### config.mk
export PLATFORM = sky130hd
export DESIGN_NAME = mem_bus_arbiter
export DESIGN_NICKNAME = d
export VERILOG_FILES = /design/src/rtl/mem_bus_arbiter.sv
export SDC_FILE = /design/constraint.sdc
export NUM_CORES = 1
export LEC_CHECK = 0
export CORE_ASPECT_RATIO = 0.9
export CORE_MARGIN = 5
export CORE_UTILIZATION = 55
export DETAILED_ROUTE_END_ITERATION = 10
export DONT_BUFFER_PORTS = 1
export PLACE_DENSITY = 0.78
export SETUP_SLACK_MARGIN = 0.1
export SLEW_MARGIN = 10
export SYNTH_ARGS = -nofsm -noshare
export SYNTH_HDL_FRONTEND = slang
export SYNTH_SLANG_ARGS = --single-unit
### constraint.sdc
create_clock -name CLK -period 2.45 [get_ports CLK]
set_clock_uncertainty 0.05 [all_clocks]
set_input_delay 0.3675 -clock CLK [delete_from_list [all_inputs] [get_ports CLK]]
set_output_delay 0.3675 -clock CLK [all_outputs]
set_load 0.01 [all_outputs]
### src/rtl/mem_bus_arbiter.sv
// mem_bus_arbiter: arbitrates the shared RAM port between cache requesters. Writes outrank
// reads, round-robin within each class, and age counters force long waiters through.
module mem_bus_arbiter #(
    parameter int REQS = 4,
    parameter int MAX_WAIT = 15,
    localparam int IW = $clog2(REQS),
    localparam int AW = $clog2(MAX_WAIT + 1)
) (
    input  logic            CLK,
    input  logic            nRST,
    input  logic [REQS-1:0] req,
    input  logic [REQS-1:0] req_wr,
    input  logic [REQS-1:0] req_len,
    input  logic            ram_access,
    output logic [REQS-1:0] grant,
    output logic            grant_valid,
    output logic [IW-1:0]   grant_id,
    output logic            beat,
    output logic            done,
    output logic            abort
);
    typedef enum logic [1:0] {IDLE, BUSY, TURN} state_t;
    state_t state, state_n;
    logic [IW-1:0] rr, rr_n, id_n, win, next_id, old_id;
    logic old, len, len_n, beat_n, done_n, abort_n;
    logic [AW-1:0] age [REQS];

    function automatic logic [IW-1:0] rr_pick(input logic [REQS-1:0] m, input logic [IW-1:0] p);
        logic [IW-1:0] j;
        rr_pick = '0;
        for (int k = REQS - 1; k >= 0; k--) begin
            j = IW'((int'(p) + k) % REQS);
            if (m[j]) rr_pick = j;
        end
    endfunction

    // Starving requesters beat everything; lowest index among them wins.
    always_comb begin
        old = 1'b0;
        old_id = '0;
        for (int i = REQS - 1; i >= 0; i--)
            if (req[i] && age[i] >= AW'(MAX_WAIT)) begin
                old = 1'b1;
                old_id = IW'(i);
            end
        win = old ? old_id : |(req & req_wr) ? rr_pick(req & req_wr, rr) : rr_pick(req, rr);
    end

    assign next_id = (grant_id == IW'(REQS - 1)) ? '0 : grant_id + 1'b1;

    always_comb begin
        state_n = state;
        id_n = grant_id;
        len_n = len;
        beat_n = beat;
        rr_n = rr;
        done_n = 1'b0;
        abort_n = 1'b0;
        case (state)
            IDLE: if (|req) begin
                state_n = BUSY;
                id_n = win;
                len_n = req_len[win];
                beat_n = 1'b0;
            end
            // A dropped request wins over a coincident final beat: abort, never done.
            BUSY: if (!req[grant_id] || (ram_access && beat == len)) begin
                state_n = TURN;
                abort_n = !req[grant_id];
                done_n = req[grant_id];
                beat_n = 1'b0;
                rr_n = next_id;
            end else if (ram_access) beat_n = 1'b1;
            default: state_n = IDLE;
        endcase
    end

    always_ff @(posedge CLK or negedge nRST)
        if (!nRST) begin
            state <= IDLE;
            rr <= '0;
            len <= 1'b0;
            grant <= '0;
            grant_valid <= 1'b0;
            grant_id <= '0;
            beat <= 1'b0;
            done <= 1'b0;
            abort <= 1'b0;
        end else begin
            state <= state_n;
            rr <= rr_n;
            len <= len_n;
            grant <= (state_n == BUSY) ? REQS'(1) << id_n : '0;
            grant_valid <= state_n == BUSY;
            grant_id <= (state_n == BUSY) ? id_n : '0;
            beat <= beat_n;
            done <= done_n;
            abort <= abort_n;
        end

    always_ff @(posedge CLK or negedge nRST)
        if (!nRST)
            for (int i = 0; i < REQS; i++) age[i] <= '0;
        else
            for (int i = 0; i < REQS; i++)
                age[i] <= (!req[i] || grant[i]) ? '0 : (age[i] == AW'(MAX_WAIT)) ? age[i] : age[i] + 1'b1;
endmodule

==> summary.txt, run 1 <==
Status
  • Outcome: finished clean

Yosys
  • Dominant cell type by area after synthesis: dfrtp_1
  • Share of the yosys chip area belonging to registers: a little over two fifths
  • Cell area after synthesis: ~1800 um2
  • Post-Syn Nets: 190
  • FFs w/ async S/R, synth: 100.0%
  • Seq cells post-synth: 31
  • Synth Area per Inst: 10.42 um2
  • Largest cells by area after synthesis: dfrtp_1 (44%), nor2_1 (5.3%), ha_1 (3.5%)
  • Syn Inst Count: 170
  • Synth warn: 0
  • Yosys top cell area share: between 40% and 50%
  • Top FF cell, synth: dfrtp_1
  • Count leader, synth: dfrtp_1
  • Post-synth EDFFs: 0
  • Post-synth cell types: 46
  • Commonest cells post-synth: dfrtp_1 (31), nor2_1 (25), nand2_1 (11)

Placed design
  • Port-buffer cells: 0
  • Routability cong.: 0.9534
  • DP Worst Slack: about 200 ps
  • Dpl hpwl: 2.855 mm
  • Cells after DPL: between 200 and 250

Final layout
  • Post-Layout Cell Count: ~220
  • Share of cells above drive strength 1: between 10% and 20%
  • Final core occ: between 60% and 70%
  • Area delta synth->final: 9.675%
  • # diodes: 0
  • Final net count: slightly below 200
  • Fillers: 250

Power and ir drop
  • Peak VDD IR: between 0.0008 and 0.0009 V
  • Clock Power Share: 24.6%
  • Net switching power: approximately 730 uW
  • Pint: between 1 and 1.5 mW
  • Gate power share: between 30% and 40%
  • Flop pwr share: between 40% and 50%
  • Leakage power: between 0.8 and 0.9 nW
  • PD cells: approximately 1000 nW/um2
  • Switching share of power: 35.78%

Worst setup path
  • CP max FO: 5
  • CP Class: reg -> reg
  • CP Launch Type: register
  • Reg2reg path depth: 7
  • Critical path data arrival time: around 2400 ps
  • CP Cell Sequence: ha_1 -> and3_2 -> a22o_1 -> a311oi_2 -> a21oi_2 -> o2111ai_2 -> o221ai_1
  • Slowest CP cell: dfrtp_1
  • Setup crit end kind: register
  • CP peak stage delay: roughly 430 ps
  • Crit path required time: 2580 ps

Clock network
  • Total CTS buffers: 5
  • CTS sink cnt: 31
  • Longest Clk Path Bufs: 2
  • Clk Latency, worst-skew pair: about 340 ps
  • Clock-pin slew on the worst setup and hold paths: 90 ps
  • # H-tree levels: 2
  • CTS tree: done
  • CTS root buffer: clkbuf_4

Run
  • Max Cap Viol: 0

Routing
  • Via density: approximately 6
  • DR WL met2: ~2.0 mm
  • DR pass1 iterations: 4
  • ANT nets after route: 0
  • DR WL met3: 317 um
  • Highest Signal Layer: met4
  • Final WL: 3.856 mm
  • DR WL/cell: around 18 um
  • Via count: around 1300
  • Initial drt markers: 63
  • WL met1: between 1.5 and 2 mm
  • Drc violations: 0

Die
  • Area of the die: about 4500 um2
  • Core Box Area: ~3100 um2
  • Initial Util: 57.77%
  • Die height: between 60 and 70 um
  • Row cnt: 19
  • Die width: 69.83 um
  • Ports: 25

Min path
  • Worst hold path type: in -> reg
  • Hold Crit Depth: 2

STA
  • Final Hold Vio Count: 0
  • Setup TNS: 0 ps
  • Slew HR: 65.15%
  • Pins Over Slew Limit: 0
  • RSZ-0062 raised after global routing: true
  • Least-Margin Pin Slew: about 520 ps
  • Setup ws final: roughly 170 ps
  • Finish-stage setup viols: 0
  • Final worst path period share: between 90% and 100%
  • Hold WS: ~110 ps
  • Final worst path period need: approximately 2300 ps
  • Fmax: 0.4387 GHz

Global routing
  • Grt total ovfl: 0
  • First-pass GRT wire length: roughly 6.7 mm
  • Total Routing Usage GR: about a fifth
  • Largest net degree at the start of global routing: 32
  • Initial antenna violation count: 0
  • Vias in the first global route: about 1300
[per-layer routing]
layer	GRT usage, %	vias up
li1	-	625
met1	23.23	640
met2	31.25	50
met3	7.210	5
met4	5.263	0
met5	0	-
[final timing paths]
path	start	endpoint	slack, ps
worst max-delay path	age[4]	len	170
min in group asynchronous	nRST	age[6]	410
worst min-delay path	ram_access	beat	110
worst max register to register	age[4]	len	170
max in group asynchronous	nRST	age[11]	1770
worst min register to register	age[15]	age[15]	490
[power groups by stage]
stage	sequential [mW]	clock (mW)	combinational (mW)
finish	0.872	0.501	0.664
CTS	0.873	0.514	0.624
detailed placement	0.882	0	0.607
global placement	0.872	0	0.571
global route	0.898	0.545	0.744
floorplan	0.812	0	0.552
[critical path, delay by kind of cell (launching register included)]
kind / cells / cell delay (ps)
AO/OA/AOI/OAI: 5 / 1120
adder cells (fa/ha/maj): 1 / 260
flip-flops: 1 / 430
AND/OR/NAND/NOR: 1 / 270
[sequential cells by signal, indices dropped and copies added (netlist names)]
signal and count:
age 16, grant 4, grant_id 2, rr 2, state 2, abort 1, beat 1, done 1
grant_valid 1, len 1
[metrics by stage]
stage	total power [mW]	area, um2
floorplan	1.364	1772
global placement	1.444	1779
detailed placement	1.489	1779
CTS	2.011	1914
global route	2.187	1943
finish	2.037	1943
[final cells by class]
class	instances	area [um2]	area share, %
Clock buffer	5	37.54	1.932
Tap cell	42	52.55	2.704
Sequential cell	31	775.7	39.92
Timing Repair Buffer	4	45.04	2.318
Clock inverter	3	67.56	3.477
Inverter	4	15.01	0.7727
Multi-Input combinational cell	129	949.7	48.87
[cell families (layout without fill, tap and decap cells)]
family	count (synthesis)	in the layout	synth area share [%]
adders and majority gates	5	5	3.531
buffers and inverters	10	16	3.389
muxes	12	12	9.322
AOI/OAI and AO/OA	28	28	13.56
DFF	31	31	43.79
xor gates and xnor gates	6	6	2.966
and+or+nand+nor	78	78	23.45
[cells in the final DEF, fill, tap and decap left out, types with 2 or more instances in the layout]
master     Yosys  routed
mux2_2         3       3
nand3_1        7       7
nor2_1        25      25
mux2i_4        2       2
nand2_1       11      11
nor3b_1        2       2
a31oi_1        5       5
nand4_1        3       3
inv_1          4       4
o21ai_0        2       2
a211oi_2       2       2
xnor2_1        4       4
and3_1         3       2
nor2b_1        3       3
clkbuf_4       0       5
xor2_1         2       2
or2b_1         2       2
nand2b_1       7       7
a21oi_1        2       2
nand3b_1       3       3
mux2i_1        6       6
bufinv_16      0       2
dfrtp_1       31      31
a21oi_2        2       2
a211oi_1       2       2
buf_4          1       2
nor3_1         7       7
ha_1           5       5
[what timing repair did]
item,in CTS,in global routing
setup buffers,0,2
hold endpoints to repair,31,0
endpoints found under the setup margin,0,2
gates resized for setup,0,3
hold buffers,2,0
No activity file was read; power rests on OpenSTA's default activity.
==> run 2: changes to the inputs <==
PLACE_DENSITY = 0.74   (was 0.78)
==> summary.txt, run 2 (synthesized netlist as in run 1, its figures left out) <==
Status
  • Outcome: finished clean

Clock network
  • CTS sink cnt: 31
  • Clock-pin slew on the worst setup and hold paths: ~100 ps
  • Clk Latency, worst-skew pair: roughly 330 ps
  • # H-tree levels: 2
  • Longest Clk Path Bufs: 2
  • Total CTS buffers: 5
  • CTS root buffer: clkbuf_4
  • CTS tree: done

Die
  • Ports: 25
  • Area of the die: 4458 um2
  • Core Box Area: just over 3000 um2
  • Initial Util: ~58%
  • Die width: ~70 um
  • Row cnt: 19
  • Die height: 63.85 um

Final layout
  • Final instance area: around 1900 um2
  • Share of cells above drive strength 1: approximately 15%
  • Biggest register: age
  • Largest registers: age (16), grant (4)
  • Largest register FFs: 16
  • Area delta synth->final: 8.333%
  • Most frequent cells in the layout: dfrtp_1 (31), nor2_1 (25), nand2_1 (11)
  • Commonest non-fill, non-tap cell in the layout: dfrtp_1
  • # diodes: 0
  • Fillers: 240
  • Final net count: 196
  • Final core occ: between 60% and 70%

Routing
  • Initial drt markers: slightly below 80
  • Via density: 6.041
  • DR pass1 iterations: 4
  • Final WL: 3.682 mm
  • Drc violations: 0
  • Via count: 1323
  • DR WL/cell: 16.81 um
  • ANT nets after route: 0

Worst setup path
  • Buffers and inverters on the worst path: 1
  • Reg-to-Reg Start: age[4]
  • CP Cell Sequence: ha_1 -> and3_2 -> a22o_1 -> a311oi_2 -> a21oi_2 -> mux2i_4 -> buf_4 -> nor3b_2
  • Slowest CP cell: dfrtp_1
  • Crit path from: age[4]
  • CP max FO: 5
  • Delay-heaviest family, CP: compound AO/OA/AOI/OAI gates
  • CP peak stage delay: ~390 ps
  • Setup crit end kind: register
  • Crit path required time: around 2600 ps
  • CP Launch Type: register
  • CP Class: reg -> reg
  • Critical path data arrival time: between 2000 and 2500 ps

Global routing
  • First-pass GRT wire length: ~6.7 mm
  • Vias in the first global route: between 1000 and 1500
  • Total Routing Usage GR: between 10% and 20%
  • Initial antenna violation count: 0
  • Largest net degree at the start of global routing: 32
  • Grt total ovfl: 0

Power and ir drop
  • Peak VDD IR: approximately 0.00092 V
  • Clock Power Share: a little over a fifth
  • Gate power share: roughly 34%
  • Leakage power: 0.8333 nW
  • Net switching power: 707.8 uW
  • Total Power: 1.939 mW
  • Flop pwr share: around 44%
  • Pint: 1.232 mW
  • Switching share of power: a little over a third
  • PD cells: a little over 1000 nW/um2

STA
  • Fmax: between 0.4 and 0.5 GHz
  • Final worst path period need: about 2200 ps
  • Least-Margin Pin Slew: a little over 500 ps
  • Final Hold Vio Count: 0
  • Slew HR: about 66%
  • Pins Over Slew Limit: 0
  • RSZ-0062 raised after global routing: false
  • Hold WS: between 100 and 150 ps
  • Final worst path period share: between 90% and 100%
  • Finish-stage setup viols: 0
  • Setup TNS: 0 ps

Min path
  • Worst hold path type: in -> reg
  • HP Start: ram_access

Placed design
  • Port-buffer cells: 0
  • Placement Cell Area: around 1800 um2
  • Routability cong.: a little under 0.8
  • Dpl hpwl: 2.732 mm

Run
  • Max Cap Viol: 0
[run 2: cell count changes in the layout (fill, tap and decap cells not counted), sizes merged]
cell	delta
buf	+1
bufinv	-1
clkbuf	+1
clkinv	+1
clkinvlp	-1
[run 2: repair_timing]
action | in CTS | in global routing
setup endpoints to repair | 0 | 2
hold buffers | 2 | 0
setup buffers | 0 | 3
gates resized for setup | 0 | 1
endpoints found under the hold margin | 31 | 0
[run 2: worst paths after layout]
| kind | endpoint | slack (ps) | depth (start not counted) |
|---|---|---|---|
| min in group asynchronous | age[6] | 420 | 2 |
| worst max register to register | grant[1] | 210 | 8 |
| worst min-delay path | beat | 110 | 2 |
| max in group asynchronous | grant[2] | 1770 | 2 |
| worst min register to register | age[7] | 480 | 1 |
| worst max-delay path | grant[1] | 210 | 8 |
[run 2: power by group through the flow]
stage | Combinational (mW) | Clock [mW] | Sequential [mW]
2_1_floorplan | 0.552 | 0 | 0.812
3_3_place_gp | 0.572 | 0 | 0.865
3_5_place_dp | 0.604 | 0 | 0.879
4_1_cts | 0.627 | 0.427 | 0.868
5_1_grt | 0.757 | 0.457 | 0.887
6_report | 0.664 | 0.415 | 0.861
[run 2: through the flow]
stage | cells | setup WS, ps
after floorplan | 170 | 396.9
after global placement | 206 | 372.0
after detailed placement | 206 | 265.3
after CTS | 216 | 240.6
after global routing | 219 | 93.78
final | 219 | 214.1
[run 2: layer usage]
layer | vias to the layer above | track usage [%] | part of all wire (%)
li1 | 632 | - | -
met1 | 649 | 22.91 | 40
met2 | 40 | 29.95 | 51
met3 | 2 | 7.210 | 8.0
met4 | 0 | 7.895 | 0.46
met5 | - | 0 | 0
[run 2: final cells by class]
cell class | count | area, um2 | share of cell area (%)
Timing Repair Buffer | 5 | 52.55 | 2.738
Inverter | 4 | 15.01 | 0.7823
Tap cell | 42 | 52.55 | 2.738
Clock inverter | 2 | 35.03 | 1.825
Multi-Input combinational cell | 129 | 937.1 | 48.83
Clock buffer | 6 | 51.30 | 2.673
Sequential cell | 31 | 775.7 | 40.42
==> run 3: changes to the inputs <==
SLEW_MARGIN = 5   (was 10)
==> results of run 3 <==
Same layout as run 2: the final DEF is identical, and so are final timing and power.
